## config.mk

```make
export PLATFORM = sky130hd
export DESIGN_NAME = iter_mul_unit
export DESIGN_NICKNAME = d
export VERILOG_FILES = /design/src/rtl/iter_mul_unit.sv
export SDC_FILE = /design/constraint.sdc
export NUM_CORES = 1
export LEC_CHECK = 0
export BUFFER_PORTS_ARGS = -buffer_cell sky130_fd_sc_hd__buf_2
export CAP_MARGIN = 20
export CORE_ASPECT_RATIO = 1.5
export CORE_MARGIN = 2
export CORE_UTILIZATION = 51
export DETAILED_ROUTE_END_ITERATION = 10
export PLACE_DENSITY = 0.73
export REMOVE_ABC_BUFFERS = 1
export SYNTH_ARGS = -nofsm -noshare
export SYNTH_HDL_FRONTEND = slang
export SYNTH_SLANG_ARGS = --single-unit
```

## constraint.sdc

```tcl
create_clock -name clock -period 5.4 [get_ports clock]
set_input_delay 1.62 -clock clock [delete_from_list [all_inputs] [get_ports clock]]
set_output_delay 1.62 -clock clock [all_outputs]
set_load 0.1 [all_outputs]
```

## src/rtl/iter_mul_unit.sv

```systemverilog
// iter_mul_unit
//   Single-clock iterative multiplier that sits beside the execute-stage ALU.
//   Each cycle it retires STEP multiplier bits. A product takes N = WIDTH/STEP
//   cycles from accept to out_valid. Signed operands are reduced to magnitudes
//   on accept, and the product is negated on the final iteration.
//
// Ports
//   clock        sole clock, rising-edge
//   reset        synchronous, active-high, highest priority
//   in_valid     operands/mode valid        in_ready   unit can accept this cycle
//   op_a         multiplicand (WIDTH)       op_b       multiplier (WIDTH)
//   signed_mode  1 = two's complement, 0 = unsigned
//   flush        abandon any in-flight or held operation
//   out_valid    product valid              out_ready  consumer takes product
//   product      full 2*WIDTH result        busy       state is RUN or DONE
module iter_mul_unit #(
  parameter int WIDTH = 32,
  parameter int STEP  = 1
) (
  input  logic                 clock,
  input  logic                 reset,
  input  logic                 in_valid,
  output logic                 in_ready,
  input  logic [WIDTH-1:0]     op_a,
  input  logic [WIDTH-1:0]     op_b,
  input  logic                 signed_mode,
  input  logic                 flush,
  output logic                 out_valid,
  input  logic                 out_ready,
  output logic [2*WIDTH-1:0]   product,
  output logic                 busy
);

  localparam int N     = WIDTH / STEP;
  localparam int CNT_W = (N > 1) ? $clog2(N) : 1;
  localparam int SH_W  = $clog2(2 * WIDTH) + 1;
  localparam int PP_W  = WIDTH + STEP;

  typedef enum logic [1:0] {S_IDLE, S_RUN, S_DONE} state_t;

  state_t               state_q, state_d;
  logic [WIDTH-1:0]     mcand_q, mcand_d;
  logic [WIDTH-1:0]     mplier_q, mplier_d;
  logic                 neg_q, neg_d;
  logic [2*WIDTH-1:0]   acc_q, acc_d;
  logic [2*WIDTH-1:0]   product_q, product_d;
  logic [CNT_W-1:0]     cnt_q, cnt_d;
  logic                 out_valid_q, out_valid_d;

  // Magnitude of a WIDTH-bit operand. The most-negative value maps to
  // 2^(WIDTH-1), which is representable as an unsigned WIDTH-bit value.
  function automatic logic [WIDTH-1:0] magnitude(input logic [WIDTH-1:0] v,
                                                 input logic is_signed);
    logic signed [WIDTH-1:0] sv;
    sv = v;
    if (is_signed && (sv < 0)) begin
      return WIDTH'(-sv);
    end
    return v;
  endfunction

  // Two's-complement negation modulo 2^(2*WIDTH) when neg is set.
  function automatic logic [2*WIDTH-1:0] apply_sign(input logic [2*WIDTH-1:0] v,
                                                    input logic neg);
    return neg ? (~v + 1'b1) : v;
  endfunction

  logic signed [WIDTH-1:0] op_a_s, op_b_s;
  logic                    accept;
  logic                    last_iter;
  logic [PP_W-1:0]         pp;
  logic [SH_W-1:0]         shamt;
  logic [2*WIDTH-1:0]      acc_sum;

  assign op_a_s    = op_a;
  assign op_b_s    = op_b;
  assign in_ready  = (state_q == S_IDLE) || ((state_q == S_DONE) && out_ready);
  assign accept    = in_valid && in_ready && !flush;
  assign last_iter = (cnt_q == CNT_W'(N - 1));
  assign busy      = (state_q != S_IDLE);
  assign out_valid = out_valid_q;
  assign product   = product_q;

  // One WIDTH x STEP partial product aligned to the current digit position.
  assign pp      = PP_W'(mcand_q) * PP_W'(mplier_q[STEP-1:0]);
  assign shamt   = SH_W'(cnt_q) * SH_W'(STEP);
  assign acc_sum = acc_q + ((2 * WIDTH)'(pp) << shamt);

  always_comb begin
    state_d     = state_q;
    mcand_d     = mcand_q;
    mplier_d    = mplier_q;
    neg_d       = neg_q;
    acc_d       = acc_q;
    product_d   = product_q;
    cnt_d       = cnt_q;
    out_valid_d = out_valid_q;

    unique case (state_q)
      S_IDLE: ;
      S_RUN: begin
        if (flush) begin
          state_d = S_IDLE;
          cnt_d   = '0;
        end else begin
          acc_d    = acc_sum;
          mplier_d = mplier_q >> STEP;
          cnt_d    = cnt_q + 1'b1;
          if (last_iter) begin
            product_d   = apply_sign(acc_sum, neg_q);
            out_valid_d = 1'b1;
            cnt_d       = '0;
            state_d     = S_DONE;
          end
        end
      end
      S_DONE: begin
        if (flush) begin
          out_valid_d = 1'b0;
          state_d     = S_IDLE;
        end else if (out_ready) begin
          out_valid_d = 1'b0;
          state_d     = S_IDLE;
        end
      end
      default: state_d = S_IDLE;
    endcase

    // Accept overrides the IDLE fall-through of a DONE handshake.
    if (accept) begin
      mcand_d  = magnitude(op_a, signed_mode);
      mplier_d = magnitude(op_b, signed_mode);
      neg_d    = signed_mode && ((op_a_s < 0) != (op_b_s < 0));
      acc_d    = '0;
      cnt_d    = '0;
      state_d  = S_RUN;
    end
  end

  // Control and visible outputs: reset-controlled.
  always_ff @(posedge clock) begin
    if (reset) begin
      state_q     <= S_IDLE;
      out_valid_q <= 1'b0;
      product_q   <= '0;
      cnt_q       <= '0;
    end else begin
      state_q     <= state_d;
      out_valid_q <= out_valid_d;
      product_q   <= product_d;
      cnt_q       <= cnt_d;
    end
  end

  // Datapath working registers: always reloaded on accept before use.
  always_ff @(posedge clock) begin
    mcand_q  <= mcand_d;
    mplier_q <= mplier_d;
    neg_q    <= neg_d;
    acc_q    <= acc_d;
  end

endmodule

```

# [Yosys cells after proc, flatten, opt, wreduce, memory -nomap -nowiden]
# Cells that the tools add are included.
[word_totals] word_cells=77 n_memories=0 input_bits=70 latchBits=0 output_inout_bits=67 mem_bits_rw=0 romBits=0 reg_bits=201
[classes] reduce_logical=19 n_eq_ne=12 multipliers=1 n_lt_le_gt_ge=2 muxes=25 n_div=0 shift=1 addsub=5 bitwise=3
[ops] cell="2-to-1 mux 32 bit" n=7
[ops] cell="adder 64 x 1 -> 64 bit (second input constant)" n=1
[ops] cell="adder 64 bit" n=1
[ops] cell="< comparator 32 x 1 -> 1 bit (second input constant)" n=2
[ops] cell="2-to-1 mux 64 bit" n=1
[ops] cell="negator 32 bit" n=2
[ops] cell="NOT 64 bit" n=1
[ops] cell="left shift 33 x 5 -> 64 bit" n=1
[ops] cell="multiplier 32 x 1 -> 33 bit" n=1
[ops] cell="2-to-1 mux 5 bit" n=2
[ops] cell="2-to-1 mux 1 bit" n=9
[ops] cell="AND reduction 3 bit" n=3
[ops] cell="2-to-1 mux 2 bit" n=4
[ops] cell="!= test 4 bit (second input constant)" n=2
[ops] cell="logical AND 1 bit" n=6
[ops] cell="!= test 2 bit (second input constant)" n=3
[ops] cell="!= test 3 bit (second input constant)" n=2
[ops] cell="case mux 2 bit (3 select lines)" n=1
[ops] cell="nonzero test 2 bit" n=3
[ops] cell="adder 5 x 1 -> 5 bit (second input constant)" n=1
[ops] cell="== test 5 bit (second input constant)" n=1
[ops] cell="AND reduction 2 bit" n=2
[ops] cell="AND reduction 4 bit" n=1
[ops] cell="== test 2 x 1 -> 1 bit (second input constant)" n=1
[ops] cell="9 further kinds" n=10

# [Depth between registers and ports, before layout]
[depth] depth_word=8 mapped_depth=24 ltp_nobuf=21

# [Worst setup path before layout]
# OpenSTA, ideal clock, no wires.
[synth_path] path_type="register to register" startpoint="register cnt_q[0]" endpoint="register product_q[59], in the netlist product[59]" setup_ns=0.145 t_arrival_ns=5.537 period_less_slack_ns=5.682 path_stages_with_launch=24 path_buffers=3 required_ns=5.255 setup_slack_ns=-0.282 cell_sequence="dfxtp_1 buf_1 mux4_2 nand2_1 nor2_1 a31oi_1 nand2_1 o21ai_0 nor2_1 ha_1 buf_2 a21oi_4 o21ai_2 a211o_1 or3_1 buf_6 a31oi_4 xnor2_2 or4_4 nor4_4 nand4_4 nor4_1 mux2i_1 o311ai_0"
[synth_between] elab_chain_len=5 word_cells_on_any_way=7
[synth_rtl] item="from (decl)" line="47" source="logic [CNT_W-1:0] cnt_q, cnt_d;"
[synth_rtl] item="from (signal assigned)" line="151" source="cnt_q <= cnt_d;"
[synth_rtl] item="left shift 33 x 5 -> 64 bit" line="87" source="assign acc_sum = acc_q + ((2 * WIDTH)'(pp) << shamt);"
[synth_rtl] item="adder 64 bit" line="87"
[synth_rtl] item="NOT 64 bit" line="65" source="return neg ? (~v + 1'b1) : v;"
[synth_rtl] item="adder 64 x 1 -> 64 bit" line="65"
[synth_rtl] item="2-to-1 mux 64 bit" line="65"
[synth_rtl] item="to (signal assigned)" line="150" source="product_q <= product_d;"
[synth_rtl] item="to (decl)" line="46" source="logic [2*WIDTH-1:0] product_q, product_d;"
# Parallel ways exist; a longest one is shown, timed or not.
# A chain may end at the register's enable or synchronous reset.

# [Worst setup path after layout]
[layout_path] startpoint="register cnt_q[0]" endpoint="register product_q[48], in the netlist product[48]"
# Same word-level chain as after synthesis.

==> metrics.sh <==
SYN_INST=2065
START_UTIL=0.5142
CRITICAL_PATH_PEAK_FANOUT=7
DIE_W_UM=149.6
MET2_USAGE=0.6276
CTSLONGESTPATHBUFFERS=3
GRT_START_MAX_NET_PINS=96
NETLIST_AREA_UM2=16210
ROUTED-VIA-COUNT=18350
WORST-SLEW-PIN-TRANSITION_NS=1.065
GRT.BUSIEST_LAYER='met2'
POWER.STATIC_LEAKAGE_nW=9.688
CLK_PIN_SLEW_NS=0.07
PRE_CTS_WS_NS=-0.9430
CLOCK_POWER_SHARE=0.343
AREA_GROWTH_SYN_TO_LAYOUT_PCT=43.98
DIE-AREA_UM2=33260
HTREEDEPTH=1
CP_CELL_SEQUENCE='buf_12, mux4_2, nand2_1, o21ai_2, mux2i_1, buf_4, o22ai_1, ha_1, nand2_2, buf_4, nor2_1, a211o_1, or3_4, a31oi_4, xnor2_2, or4_4, nor4_4, buf_6, buf_12, nand4_4, buf_6, o211ai_1, o31a_1, o22ai_1'
DRV_SLEW=0
SYNTHFLOPTYPE='dfxtp_1'
POST_SYNTH_EDFFS=65
ANT_NETS=0
TIMING.SETUP.TNS_NS=-1.239
ROWS=80
VDD_DROP_MAX_mV=0.2599
POST-ROUTE-WORST-SETUP-SLACK_NS=-0.1640
TRITONCTS_CLOCK_TREE='yes'
DRT_ITER0_MARKERS=1080
POWER.DENSITY_nW_PER_UM2=195.1
WORSTPATHARRIVAL_NS=5.97
COMB_POWER_SHARE=0.289
DRT_PRE_ANTENNA_ITERS=5
CRITICAL-PATH-SLOWEST-CELL='mux4_2'
SYNTH.YOSYS.WARNINGS=0
CRITPATHKIND='reg -> reg'
SYNTH_SEQ_CELLS=201
FP.COREAREA_UM2=31530
GRT_USE_MET1=0.4142
SHARE_OF_FINAL_LAYOUT_STANDARD_CELLS_STRONGER_THAN_DRIVE_STRENGTH_1=0.3760
MAXIMUM_OPERATING_FREQUENCY_MHz=179.7
FINAL_NET_COUNT=2761
GRT_USE_TOTAL=0.3569
SEQUENTIAL_FRACTION_OF_THE_SYNTHESIS_AREA=0.2883
CRITICAL_PATH.N_BUFFERS_INVERTERS=6
FINAL-HOLD-VIOLATION-COUNT=0
GLOBAL_ROUTE.USAGE.MET3=0.03943
FF_LATCH_AREA_UM2=4679
FINALWIRELENGTH_UM=62410
CRITPATHLAUNCHTYPE='register'
NUMBER_OF_GLOBAL_ROUTE_VIAS_BEFORE_REPAIR=17650
CLK_ROOT_BUFFER_CELL='clkbuf_16'
SETUP_VIOLATIONS=17
FIN_CRIT_SH=1.030
SYNTH_ASYNC_SR_FLOP_SHARE=0
VIOLATIONS='setup timing'
MIN_PATH_TYPE='reg -> reg'
MAX-CAP-VIOLATIONS=0
AVGSYNTHCELLAREA_UM2=7.852
LAYOUT.FILLER_CELLS=2416
WORSTSKEWPAIRLATENCY_NS=0.55
GLOBAL_ROUTE_WIRE_LENGTH_BEFORE_REPAIR_UM=93000
GRT_OVERFLOW=0
MULTI_INPUT_COMB_AREA_UM2=12350
SWITCHINGPOWER_mW=1.422
IO_PINS=137
TIMING.CLOCK.SKEW_NS=0.02449
DP.FINAL_HPWL_UM=47250
DIE_HEIGHT_UM=222.4
POSTLAYOUTCOREUTIL=0.7404
GP_CONGESTION=1.050
GRT_SETUP_UNREPAIRED='true'
CRIT_REQUIRED_NS=5.81
POST_DRT_WL_PER_CELL_UM=20.44
INPUT_OUTPUT_BUFFERS=136
TIMING.CRITICAL_PATH.TO_TYPE='register'
POWER.SHARE.SWITCHING=0.3122
CRITPATHTOPFAMILY='simple AND/OR/NAND/NOR gates'
FINALCRITICALPERIOD_NS=5.564
SLEW_HEADROOM=0.2877
ANTENNA_FOUND_INITIAL=5
SEQUENTIALPOWERSHARE=0.368
CTS-BUFFERS-INSERTED=22
INTERNAL-POWER_mW=3.133
RUN_STATUS='complete, but fails checks'
DETAIL_ROUTE.VIAS_PER_CELL=6.009
SYNTHDISTINCTLIBCELLS=90
DRT_DRC_VIOLATIONS_LEFT=0
CLOCK_SINKS=201
CPPEAKSTAGEDELAY_NS=0.54
## cells by family after synthesis
logic type                 share of synthesized area
xor gates and xnor gates                     0.08743
adders and majority gates                    0.05371
AOI/OAI and AO/OA                             0.2432
buffers and inverters                        0.04082
DFF                                           0.2883
and+or+nand+nor                               0.2252
muxes                                        0.06142
## placed cells by master, fill, tap and decap left out, types with 29 or more instances in the layout
cell,synthesis,layout
a21oi_1,153,124
nand4_1,40,40
a21o_1,34,33
dfxtp_1,136,134
buf_4,0,495
nor2_1,222,208
o21ai_0,154,93
o21ai_2,1,29
buf_2,6,136
o21ai_1,9,39
inv_1,35,33
a211oi_1,49,43
o22ai_1,41,33
nor3_1,49,43
edfxtp_1,65,65
xor2_1,83,79
xnor2_1,77,71
nand3_1,52,45
ha_1,68,44
nand2_1,281,262
## layout make-up
type / instances / area share
inverters: 36 / 0.006002
clock inverters: 10 / 0.003966
flip-flops and latches: 201 / 0.2004
clock buffers: 30 / 0.02712
diodes: 5 / 0.0005359
well taps: 410 / 0.02197
multi-input cells: 1696 / 0.5291
repair buffers: 665 / 0.2108
## per-stage QoR
step	hold slack [ns]	cell area [µm²]	total power, mW	cells
final	0.4520	23350	4.555	3053
after global routing	0.4749	23350	4.715	3053
after CTS	0.4459	22070	4.424	3004
after detailed placement	0.4362	20250	2.778	2913
after global placement	0.4328	20250	2.758	2913
after floorplan	0.4315	15690	2.267	1933
## repair_timing
item	CTS	global route
gates cloned	2	1
setup buffers	49	45
gates resized for setup	158	205
setup endpoints to repair	37	34
pin swaps	51	108
hold buffers	0	0
## final timing paths
path,cells past startpoint,from,endpoint,slack [ns]
max,24,cnt_q[0],product[48],-0.16
min,2,product[44],product[44],0.45
max reg2reg,24,cnt_q[0],product[48],-0.16
min reg2reg,2,product[44],product[44],0.45
## Yosys cell counts (9+ instances only)
cell	count	share of area
a211oi_1	49	0.023
a21o_1	34	0.016
a21oi_1	153	0.047
a22o_1	14	0.0076
a31oi_1	25	0.0096
and2_1	19	0.0073
and3_1	10	0.0039
and4_1	9	0.0049
buf_1	13	0.0030
clkbuf_1	109	0.025
dfxtp_1	136	0.17
edfxtp_1	65	0.12
ha_1	68	0.052
inv_1	35	0.0081
mux2i_1	32	0.020
mux4_2	26	0.036
nand2_1	281	0.065
nand2b_1	17	0.0066
nand3_1	52	0.016
nand4_1	40	0.015
nor2_1	222	0.051
nor3_1	49	0.015
nor4_1	13	0.0050
o211ai_1	15	0.0069
o21a_1	10	0.0046
o21ai_0	154	0.048
o21ai_1	9	0.0028
o21bai_1	10	0.0046
o22ai_1	41	0.016
o31ai_1	22	0.010
or2_2	11	0.0042
or3_1	18	0.0069
xnor2_1	77	0.042
xor2_1	83	0.045
## registers in the layout, indices dropped and copies added (netlist names)
register / count
cnt_q: 5
mcand_q: 32
mplier_q: 32
out_valid: 1
state_q: 2
acc_q: 64
neg_q: 1
product: 64
## tightest hold or removal path: cells and delay by family (launching register included)
kind / cells / cell delay (ns)
DFF: 1 / 0.32
and+or+nand+nor: 1 / 0.05
AOI/OAI and AO/OA: 1 / 0.05
## metal layers
layer,vias to the layer above,share of wire
met2,649,0.50
met1,8798,0.39
li1,8698,-
met4,0,0.062
met5,-,0
met3,200,0.052
## power groups by stage
stage                     clock network [mW]  registers (mW)  logic (mW)
final                                   1.56            1.68        1.32
after global routing                    1.62            1.68        1.41
after CTS                               1.58            1.67        1.18
after detailed placement                   0            1.70        1.08
after global placement                     0            1.70        1.06
after floorplan                            0            1.70       0.569
Power figures use the tool's default switching activity.
